<file path="config.mk">
export PLATFORM = sky130hd
export DESIGN_NAME = alu_word_sequencer
export DESIGN_NICKNAME = d
export VERILOG_FILES = /design/src/rtl/alu_seq_pkg.sv /design/src/rtl/alu_word_sequencer.sv
export SDC_FILE = /design/constraint.sdc
export NUM_CORES = 1
export LEC_CHECK = 0
export CAP_MARGIN = 20
export CORE_ASPECT_RATIO = 0.75
export CORE_MARGIN = 2
export CORE_UTILIZATION = 43
export CTS_CLUSTER_SIZE = 10
export DETAILED_ROUTE_END_ITERATION = 12
export PLACE_DENSITY = 0.86
export SYNTH_ARGS = -nofsm -noshare
export SYNTH_HDL_FRONTEND = slang
export SYNTH_SLANG_ARGS = --single-unit
</file>
<file path="constraint.sdc">
create_clock -name clk -period 2.55 [get_ports clk]
set_clock_uncertainty 0.15 [all_clocks]
set_input_delay 0.765 -clock clk [delete_from_list [all_inputs] [get_ports clk]]
set_output_delay 0.765 -clock clk [all_outputs]
set_load 0.01 [all_outputs]
</file>
<file path="src/rtl/alu_seq_pkg.sv">
// Shared definitions for the nibble-serial ALU word sequencer.
package alu_seq_pkg;

    typedef enum logic {
        IDLE = 1'b0,
        RUN  = 1'b1
    } seq_state_e;

    localparam int unsigned SLICE_WIDTH = 4;

    function automatic int unsigned slice_count(input int unsigned word_width);
        return word_width / SLICE_WIDTH;
    endfunction

endpackage

</file>
<file path="src/rtl/alu_word_sequencer.sv">
// Runs one WORD_WIDTH-bit operation through a single 4-bit parallel_ALU, one nibble per
// clock from the LSB, chaining the slice carry into Pin of the next pass.
module alu_word_sequencer
    import alu_seq_pkg::*;
#(
    parameter int unsigned WORD_WIDTH = 16,
    parameter int unsigned SLICES     = slice_count(WORD_WIDTH)
) (
    input  logic                  clk,
    input  logic                  rst,
    input  logic                  start,
    input  logic [WORD_WIDTH-1:0] op_a,
    input  logic [WORD_WIDTH-1:0] op_b,
    input  logic [3:0]            op_s,
    input  logic                  op_m,
    input  logic                  op_cin,
    output logic                  busy,
    output logic                  done,
    output logic [WORD_WIDTH-1:0] result,
    output logic                  cout,
    output logic                  zero,
    output logic [3:0]            alu_a,
    output logic [3:0]            alu_b,
    output logic [3:0]            alu_s,
    output logic                  alu_m,
    output logic                  alu_pin,
    input  logic [3:0]            alu_r,
    input  logic [3:0]            alu_p
);

    localparam int unsigned IDX_W = (SLICES > 1) ? $clog2(SLICES) : 1;
    localparam logic [IDX_W-1:0] LAST_IDX = IDX_W'(SLICES - 1);

    if ((WORD_WIDTH % SLICE_WIDTH) != 0 || WORD_WIDTH < SLICE_WIDTH) begin : g_bad_width
        $error("WORD_WIDTH must be a non-zero multiple of 4");
    end

    seq_state_e            state_q, state_d;
    logic [IDX_W-1:0]      idx_q, idx_d;
    logic [WORD_WIDTH-1:0] a_q, a_d, b_q, b_d, result_q, result_d;
    logic [3:0]            s_q, s_d;
    logic                  m_q, m_d, carry_q, carry_d;
    logic                  cout_q, cout_d, zero_q, zero_d, done_q, done_d;
    logic [31:0]           base;

    // Only the top bit of P carries information for the sequencer.
    logic unused_p;
    assign unused_p = ^alu_p[2:0];

    assign base    = 32'(idx_q) * SLICE_WIDTH;
    assign alu_a   = a_q[base +: SLICE_WIDTH];
    assign alu_b   = b_q[base +: SLICE_WIDTH];
    assign alu_s   = s_q;
    assign alu_m   = m_q;
    assign alu_pin = carry_q;

    assign busy   = (state_q == RUN);
    assign done   = done_q;
    assign result = result_q;
    assign cout   = cout_q;
    assign zero   = zero_q;

    always_comb begin
        state_d  = state_q;
        idx_d    = idx_q;
        a_d      = a_q;
        b_d      = b_q;
        s_d      = s_q;
        m_d      = m_q;
        carry_d  = carry_q;
        result_d = result_q;
        cout_d   = cout_q;
        zero_d   = zero_q;
        done_d   = 1'b0;
        case (state_q)
            IDLE: begin
                if (start) begin
                    a_d     = op_a;
                    b_d     = op_b;
                    s_d     = op_s;
                    m_d     = op_m;
                    carry_d = op_cin;
                    idx_d   = '0;
                    state_d = RUN;
                end
            end
            RUN: begin
                result_d[base +: SLICE_WIDTH] = alu_r;
                carry_d = alu_p[3];
                if (idx_q != LAST_IDX) begin
                    idx_d = idx_q + 1'b1;
                end else begin
                    cout_d  = alu_p[3];
                    zero_d  = (result_d == '0);
                    done_d  = 1'b1;
                    state_d = IDLE;
                end
            end
            default: state_d = IDLE;
        endcase
    end

    always_ff @(posedge clk or posedge rst) begin
        if (rst) begin
            state_q  <= IDLE;
            idx_q    <= '0;
            a_q      <= '0;
            b_q      <= '0;
            s_q      <= '0;
            m_q      <= 1'b0;
            carry_q  <= 1'b0;
            result_q <= '0;
            cout_q   <= 1'b0;
            zero_q   <= 1'b0;
            done_q   <= 1'b0;
        end else begin
            state_q  <= state_d;
            idx_q    <= idx_d;
            a_q      <= a_d;
            b_q      <= b_d;
            s_q      <= s_d;
            m_q      <= m_d;
            carry_q  <= carry_d;
            result_q <= result_d;
            cout_q   <= cout_d;
            zero_q   <= zero_d;
            done_q   <= done_d;
        end
    end

endmodule

</file>
Yosys cells after proc, flatten, opt, wreduce, memory -nomap -nowiden

Index checks and enable logic that the tools add are counted.

Shifts and indexed selects: 4
Multiplexer cells: 11
Reductions and logical operators: 4
Bitwise operators: 2
$add $sub $neg: 2
Equal/unequal tests: 3

Operators by type and width:

| operator                                                                 | number |
|---|---|
| 4-bit negation with 34-bit output                                        | 1 |
| 4-bit by 34-bit variable shift with 16-bit output (first input constant) | 1 |
| 4-bit by 34-bit variable part select with 16-bit output                  | 1 |
| 16-bit by 5-bit variable part select with 4-bit output                   | 2 |
| 16-bit bitwise mux                                                       | 1 |
| 16-bit zero test                                                         | 1 |
| 2-bit AND reduction                                                      | 3 |
| 1-bit two-way mux                                                        | 5 |
| 2-bit two-way mux                                                        | 2 |
| 2-bit != test (second input constant)                                    | 2 |
| 1-bit one-hot mux with 2 select lines                                    | 2 |
| 2-bit one-hot mux with 2 select lines                                    | 1 |
| 2-bit by 1-bit adder with 2-bit output (second input constant)           | 1 |
| 2-bit by 1-bit != test with 1-bit output (second input constant)         | 1 |
| 1-bit NOT                                                                | 2 |

Output and inout port bits: 34
Register bits: 60

Longest topological paths before layout

Gate-level depths: netlist of run 1.

Depth after elaboration: 4
Gate-level depth with buffers: 8
Gate-level depth less buffers: 6

Least setup slack after synthesis of run 1

OpenSTA, ideal clock, no wires.

Path kind: register -> register
Start point: register idx_q[0]
End point: register zero_q (netlist: zero)
Stages on the path, launching flop included: 8
Path slack: 0.313 ns
Setup time: 0.092 ns
Data required time: 2.308 ns
Path buffers: 1
Period minus slack after synthesis: 2.237 ns
Arrival: 1.995 ns
Path through: dfrtp_1 > buf_4 > inv_2 > ha_1 > nand3b_1 > o22ai_1 > or4_1 > o31ai_2

Word-level cells in the longest chain between the ends: 4
Elaborated cells on any way between the ends: 8
Those cells by class: 1 x add/sub; 1 x eq/ne; 2 x shift; 1 x mux; 1 x bitwise; 2 x reduce/logical

RTL lines:

| item                                                                                                                         | line                      | text |
|---|---|---|
| start: declaration                                                                                                           | alu_word_sequencer.sv:39  | `logic [IDX_W-1:0] idx_q, idx_d;` |
| start signal: assignment                                                                                                     | alu_word_sequencer.sv:118 | `idx_q <= idx_d;` |
| 4-bit negation with 34-bit output                                                                                            | alu_word_sequencer.sv:88  | `result_d[base +: SLICE_WIDTH] = alu_r;` |
| 4-bit by 34-bit variable part select with 16-bit output or 4-bit by 34-bit variable shift with 16-bit output (tied branches) | alu_word_sequencer.sv:88  |  |
| 16-bit bitwise mux                                                                                                           | alu_word_sequencer.sv:88  |  |
| 16-bit zero test                                                                                                             | alu_word_sequencer.sv:94  | `zero_d = (result_d == '0);` |
| end signal: assignment                                                                                                       | alu_word_sequencer.sv:126 | `zero_q <= zero_d;` |
| end: declaration                                                                                                             | alu_word_sequencer.sv:43  | `logic cout_q, cout_d, zero_q, zero_d, done_q, done_d;` |

Several ways; a longest one is shown, not always the timed one.
A chain may end at the register's enable or synchronous reset.

Worst setup path after layout of run 1

Start point: register idx_q[0]
End point: output port alu_a[2]

Word-level cells in the longest chain between the ends: 1

RTL lines:

| item                                                   | line                     | text |
|---|---|---|
| 16-bit by 5-bit variable part select with 4-bit output | alu_word_sequencer.sv:51 | `assign alu_a = a_q[base +: SLICE_WIDTH];` |
| end: declaration                                       | alu_word_sequencer.sv:22 | `output logic [3:0] alu_a,` |

Every way passes these cells.

==> results_dict.tcl, run 1 <==
set metrics [dict create \
    status "completed" \
    cts_buffer_depth 2 \
    p_leak_nw 1.66 \
    drtIter0Drc 97 \
    finalPower_w 0.00507 \
    setup_violations 0 \
    coreArea_um2 5920 \
    antenna_cells 0 \
    overflow 0 \
    crit_buf_inv 3 \
    fin_hold_ws_ps 342 \
    worstPathArrival_ps 1560 \
    hold_viol 0 \
    max_freq_mhz 403 \
    yosys_register_bits 60 \
    area_growth_pct 45.7 \
    cp-end-kind "output pin" \
    die_area_um2 6910 \
    maxSlewHeadroom_pct 62.9 \
    worstPathRequired_ps 1640 \
    boundaryPins 83 \
    synthAdderAreaFrac_pct 2.32 \
    vias_per_cell 5.30 \
    synthMuxAreaShare_pct 23.3 \
    drive_gt1_share_pct 29.8 \
    route.detailed.wl_per_inst_um 15.7 \
    drv_slew 0 \
    start_util_pct 45.5 \
    cp_cell_sequence "buf_6 -> buf_4 -> mux4_2 -> dlygate4sd2_1" \
    die_w_um 95.4 \
    worst_path_max_delay_cell "dfrtp_1" \
    setup.worst_path.start_class "register" \
    num_rows 24 \
    hold_path.class "register to register" \
    routabilityCongestion 0.882 \
    antenna_found_initial 0 \
    critPathMaxStageDelay_ps 400 \
    drc 0 \
    clkTransAtPathRegs_ps 70 \
    synth_xor_area_share_pct 0 \
    crit_path_max_fanout 5 \
    synth_area_per_cell_um2 12.8 \
    synth_top_family_by_area "multiplexers" \
    cts_buffers 9 \
    drv_cap 0 \
    postSynthNetCount 264 \
    worst_pin_slew_ps 552 \
    clock_latency_ps 330 \
    track_usage_pct 19.2 \
    htree_num_levels 3 \
    synth_cell_types 30 \
    route.vias.total 2068 \
    firstDrtPassIters 4 \
    min_period_ps 2480 \
    grt_pass1_wl_um 9970 \
    yosysTopAreaCell "dfrtp_1" \
    synthCells 210 \
    grt_max_degree 61 \
    clock_sinks 60 \
    power_density_nw_per_um2 1290 \
    synth_top_area_share_pct 55.8 \
    yosysWarnings 0 \
    cts_tree "built" \
    ant_nets 0 \
    synth_compound_area_share_pct 7.07 \
    synthTopCellsByArea "dfrtp_1, mux2_2, mux4_2" \
    routed_wl_um 6120 \
    grt_pass1_vias 2054 \
    fin_ws_ps 70.7 \
    ir_worst_vdd_mv 0.788 \
    fin_crit_sh_pct 97.2 \
    multi_input_area_um2 1130 \
    ctsHoldBuffers 0 \
    root_buffer "clkbuf_8" \
    fp.dieH_um 72.5 \
    portBuffers 79 \
    rsz0062_at_grt "false" \
    fillers 424 \
    tns_ps 0 \
    path_class "register to output pin" \
    pre_cts_ws_ps 102 \
    syn_area_um2 2690 \
    cp_top_family "buffers and inverters" \
    synth_seq_area_share_pct 55.8 \
    final_nets 361 \
    regArea_um2 1500 \
    dpl.hpwl_um 4320 \
    yosys.area_share.simple_pct 8.41 \
]
cell usage in the layout, fill, tap and decap left out, drive strengths merged:
cell / instances
dlygate4sd2: 1
clkdlybuf4s50: 71
inv: 8
dfrtp: 60
clkinv: 3
clkbuf: 17
a22o: 4
nor4b: 1
or4: 1
a32o: 1
o32ai: 1
bufinv: 3
nand2: 27
mux4: 8
nand3b: 1
o22ai: 3
a311o: 1
or3b: 1
o21ai: 16
nor4: 1
nand3: 7
o21bai: 1
mux2: 38
mux2i: 2
o31ai: 2
nor2: 4
nor4bb: 1
ha: 5
buf: 18
nor2b: 1
nor3: 4
Yosys cell counts:
| cell | instances |
|---|---|
| a32o_1 | 1 |
| o32ai_1 | 1 |
| nand3_1 | 7 |
| o31ai_2 | 1 |
| dfrtp_1 | 60 |
| mux4_2 | 8 |
| nand2_1 | 27 |
| a22o_1 | 4 |
| o21ai_0 | 16 |
| o22ai_1 | 3 |
| nand3b_1 | 1 |
| inv_2 | 1 |
| mux2i_1 | 2 |
| buf_2 | 6 |
| clkbuf_1 | 4 |
| a311o_1 | 1 |
| nor4bb_1 | 1 |
| or3b_2 | 1 |
| nor2_1 | 4 |
| nor3_1 | 4 |
| inv_1 | 7 |
| buf_4 | 1 |
| o21bai_1 | 1 |
| nor2b_1 | 1 |
| or4_1 | 1 |
| o31ai_1 | 1 |
| nor4b_1 | 1 |
| mux2_2 | 38 |
| ha_1 | 5 |
| nor4_1 | 1 |
worst min-delay path, cell delays in order, from the launching register on:
cell     delay, ps
dfrtp_1        350
nand2_1         50
o21ai_0         60
power breakdown:
part	switching (W)	internal (W)	total, W
registers	0.000258	0.00141	0.00167
logic	0.00103	0.00134	0.00237
clock network	0.000376	0.000651	0.00103
total	0.00166	0.00341	0.00507
cells by family after synthesis:
logic type,after synthesis
and+or+nand+nor,49
AOI/OAI and AO/OA,29
adders and majority gates,5
muxes,48
buffers and inverters,19
DFF,60
routing by layer:
metal  global-route usage (%)  part of all wire [%]
met1                     25.1                    44
met2                     30.0                    46
met3                     6.54                   7.8
met4                     6.76                   1.8
met5                        0                     0
stage by stage:
step                      utilization (%)  cell area, um^2  instances
after floorplan                         -             2690        210
after global placement               62.0             3660        370
after detailed placement             62.0             3660        370
after CTS                            66.6             3940        390
after global routing                 66.3             3920        390
final                                66.3             3920        390
sequential cells by signal (all words and copies together) (netlist names):
register  count
alu_pin       1
cout          1
a_q          16
done          1
alu_s         4
result       16
b_q          16
busy          1
zero          1
alu_m         1
idx_q         2
worst paths after layout:
path	startpoint	to	slack, ps	cells after the start
min in group asynchronous	rst	a_q[13]	680	3
min	result[12]	result[12]	340	2
min reg2reg	result[12]	result[12]	340	2
max in group asynchronous	rst	idx_q[1]	1310	3
max reg2reg	idx_q[1]	zero	190	8
max	idx_q[0]	alu_a[2]	70	4
area by class of cell:
cell class / count / share of cell area (%)
clock buffers: 10 / 3.26
clock inverters: 6 / 2.87
inverters: 8 / 0.766
multi-input cells: 131 / 28.8
flip-flops and latches: 60 / 38.3
well taps: 78 / 2.49
repair buffers: 97 / 23.5
repair_timing:
action                     4_1_cts  5_1_grt
resized for setup               18        9
buffers inserted                 4        0
setup endpoints to repair        8        8
(Power assumes the default switching activity.)
==> run 2, diff against run 1 <==
- CORE_ASPECT_RATIO: 0.75 -> 0.7
- CTS_BUF_LIST: default -> sky130_fd_sc_hd__clkbuf_16
- MAX_ROUTING_LAYER: default -> met4
==> run 2 against run 1 <==
Effect of this change: total power grew 2.6%; maximum frequency fell by 0.73%; setup slack got worse by 18 ps; die area about the same; clock-buffer cell count down 1; clock power is 12% higher; sequential cell count did not move; critical path depth shrank 1; combinational power is essentially flat; final cell count fell by 0.26%.
==> results_dict.tcl, run 2 (same netlist as run 1, synthesis figures left out) <==
set metrics [dict create \
    status "completed" \
    route.met2.wl_um 3030 \
    maxSlewHeadroom_pct 68.6 \
    clock_latency_ps 320 \
    ctsHoldBuffers 0 \
    clkTransAtPathRegs_ps 50 \
    start_util_pct 43.9 \
    fp.dieH_um 70.2 \
    p_leak_nw 1.68 \
    rrSetupSlack_ps 80 \
    die_area_um2 6920 \
    area_growth_pct 47.6 \
    hold_viol 0 \
    clock_sinks 60 \
    fin_crit_sh_pct 97.9 \
    grt_pass1_wl_um 10600 \
    route.detailed.wl_per_inst_um 16.4 \
    final_common_cell "clkdlybuf4s50_1" \
    firstDrtPassIters 4 \
    root_buffer "clkbuf_16" \
    worst_pin_slew_ps 468 \
    holdPathEnd "result[13]" \
    crit_start "idx_q[1]" \
    final_cell_mix "clkdlybuf4s50_1, dfrtp_1, mux2_2" \
    pre_cts_ws_ps 85.8 \
    post-route-util_pct 64.8 \
    wl_met1_um 2900 \
    dpl_cell_area_um2 3680 \
    cts_buffer_depth 2 \
    vias_per_cell 5.24 \
    power_density_nw_per_um2 1310 \
    worstHoldPathCells 2 \
    r2r_cells 8 \
    track_usage_pct 20.6 \
    r2r_end "zero" \
    fin_hold_ws_ps 337 \
    grt_max_degree 38 \
    hold_path.class "register to register" \
    cts_tree "built" \
    htree_num_levels 3 \
    num_rows 24 \
    coreArea_um2 6130 \
    antenna_found_initial 0 \
    max_freq_mhz 400 \
    dr.max_layer_used "met4" \
    overflow 0 \
    routed_wl_um 6390 \
    crit_path_max_fanout 3 \
    dpl.hpwl_um 4550 \
    boundaryPins 83 \
    portBuffers 79 \
    drc 0 \
    worstPathArrival_ps 1580 \
    ir_worst_vdd_mv 0.603 \
    ant_nets 0 \
    final_nets 360 \
    fin_ws_ps 52.3 \
    setup.worst_path.start_class "register" \
    drive_gt1_share_pct 28.3 \
    fin_area_um2 3970 \
    tns_ps 0 \
    rsz0062_at_grt "false" \
    cts_buffers 9 \
    cp-end-kind "output pin" \
    grt_pass1_vias 2097 \
    route.vias.total 2039 \
    routabilityCongestion 0.852 \
    drtIter0Drc 109 \
    drv_slew 0 \
    wl_met3_um 374 \
    antenna_cells 0 \
    setup_violations 0 \
    drv_cap 0 \
    r2r-start "idx_q[1]" \
    min_period_ps 2500 \
    path_class "register to output pin" \
    hp-start "result[13]" \
    worstPathRequired_ps 1640 \
    die_w_um 98.6 \
]
-- run 2: layout make-up --
type                    instances  area, um^2
fillers                       469        2150
flip-flops and latches         60        1500
multi-input cells             131        1120
repair buffers                 96         941
clock buffers                   9         225
well taps                      78        97.6
clock inverters                 7        58.8
inverters                       8        30.0
-- run 2: worst max path at each step --
stage / cells past startpoint / endpoint / slack, ps
2_1_floorplan: 1 / a_q[0] / 150
3_3_place_gp: 3 / alu_b[3] / 100
3_5_place_dp: 7 / zero / 90
4_1_cts: 3 / alu_a[1] / 5
5_1_grt: 4 / alu_a[2] / 10
6_report: 3 / alu_a[0] / 50
-- run 2: power by group --
part | switching [W] | internal [W] | leakage (nW) | total [W]
clock | 0.000412 | 0.000741 | 0.141 | 0.00115
combinational | 0.00102 | 0.00134 | 0.803 | 0.00236
sequential | 0.000273 | 0.00141 | 0.740 | 0.00169
-- run 2: what timing repair did --
item,4_1_cts,5_1_grt
endpoints found under the setup margin,8,7
resized for setup,14,7
setup buffers,3,0
-- run 2: worst max-delay path: stages (launching register included) --
cell,delay (ps)
dfrtp_2,380
buf_12,110
mux4_2,480
dlygate4sd2_1,290
-- run 2: stage by stage --
step / total power, W / std cells
floorplan: 0.00302 / 210
global placement: 0.00399 / 370
detailed placement: 0.00409 / 370
CTS: 0.00526 / 389
global route: 0.00553 / 389
finish: 0.00520 / 389
-- run 2: routing by layer --
metal	up-vias	global-route usage (%)
li1	959	-
met3	9	5.61
met2	73	30.8
met5	-	-
met4	0	7.61
met1	998	27.4
==> run 3, diff against run 2 <==
- CAP_MARGIN: 20 -> 25
==> results of run 3 <==
No change in the layout: final DEF, timing and power equal those of run 2.
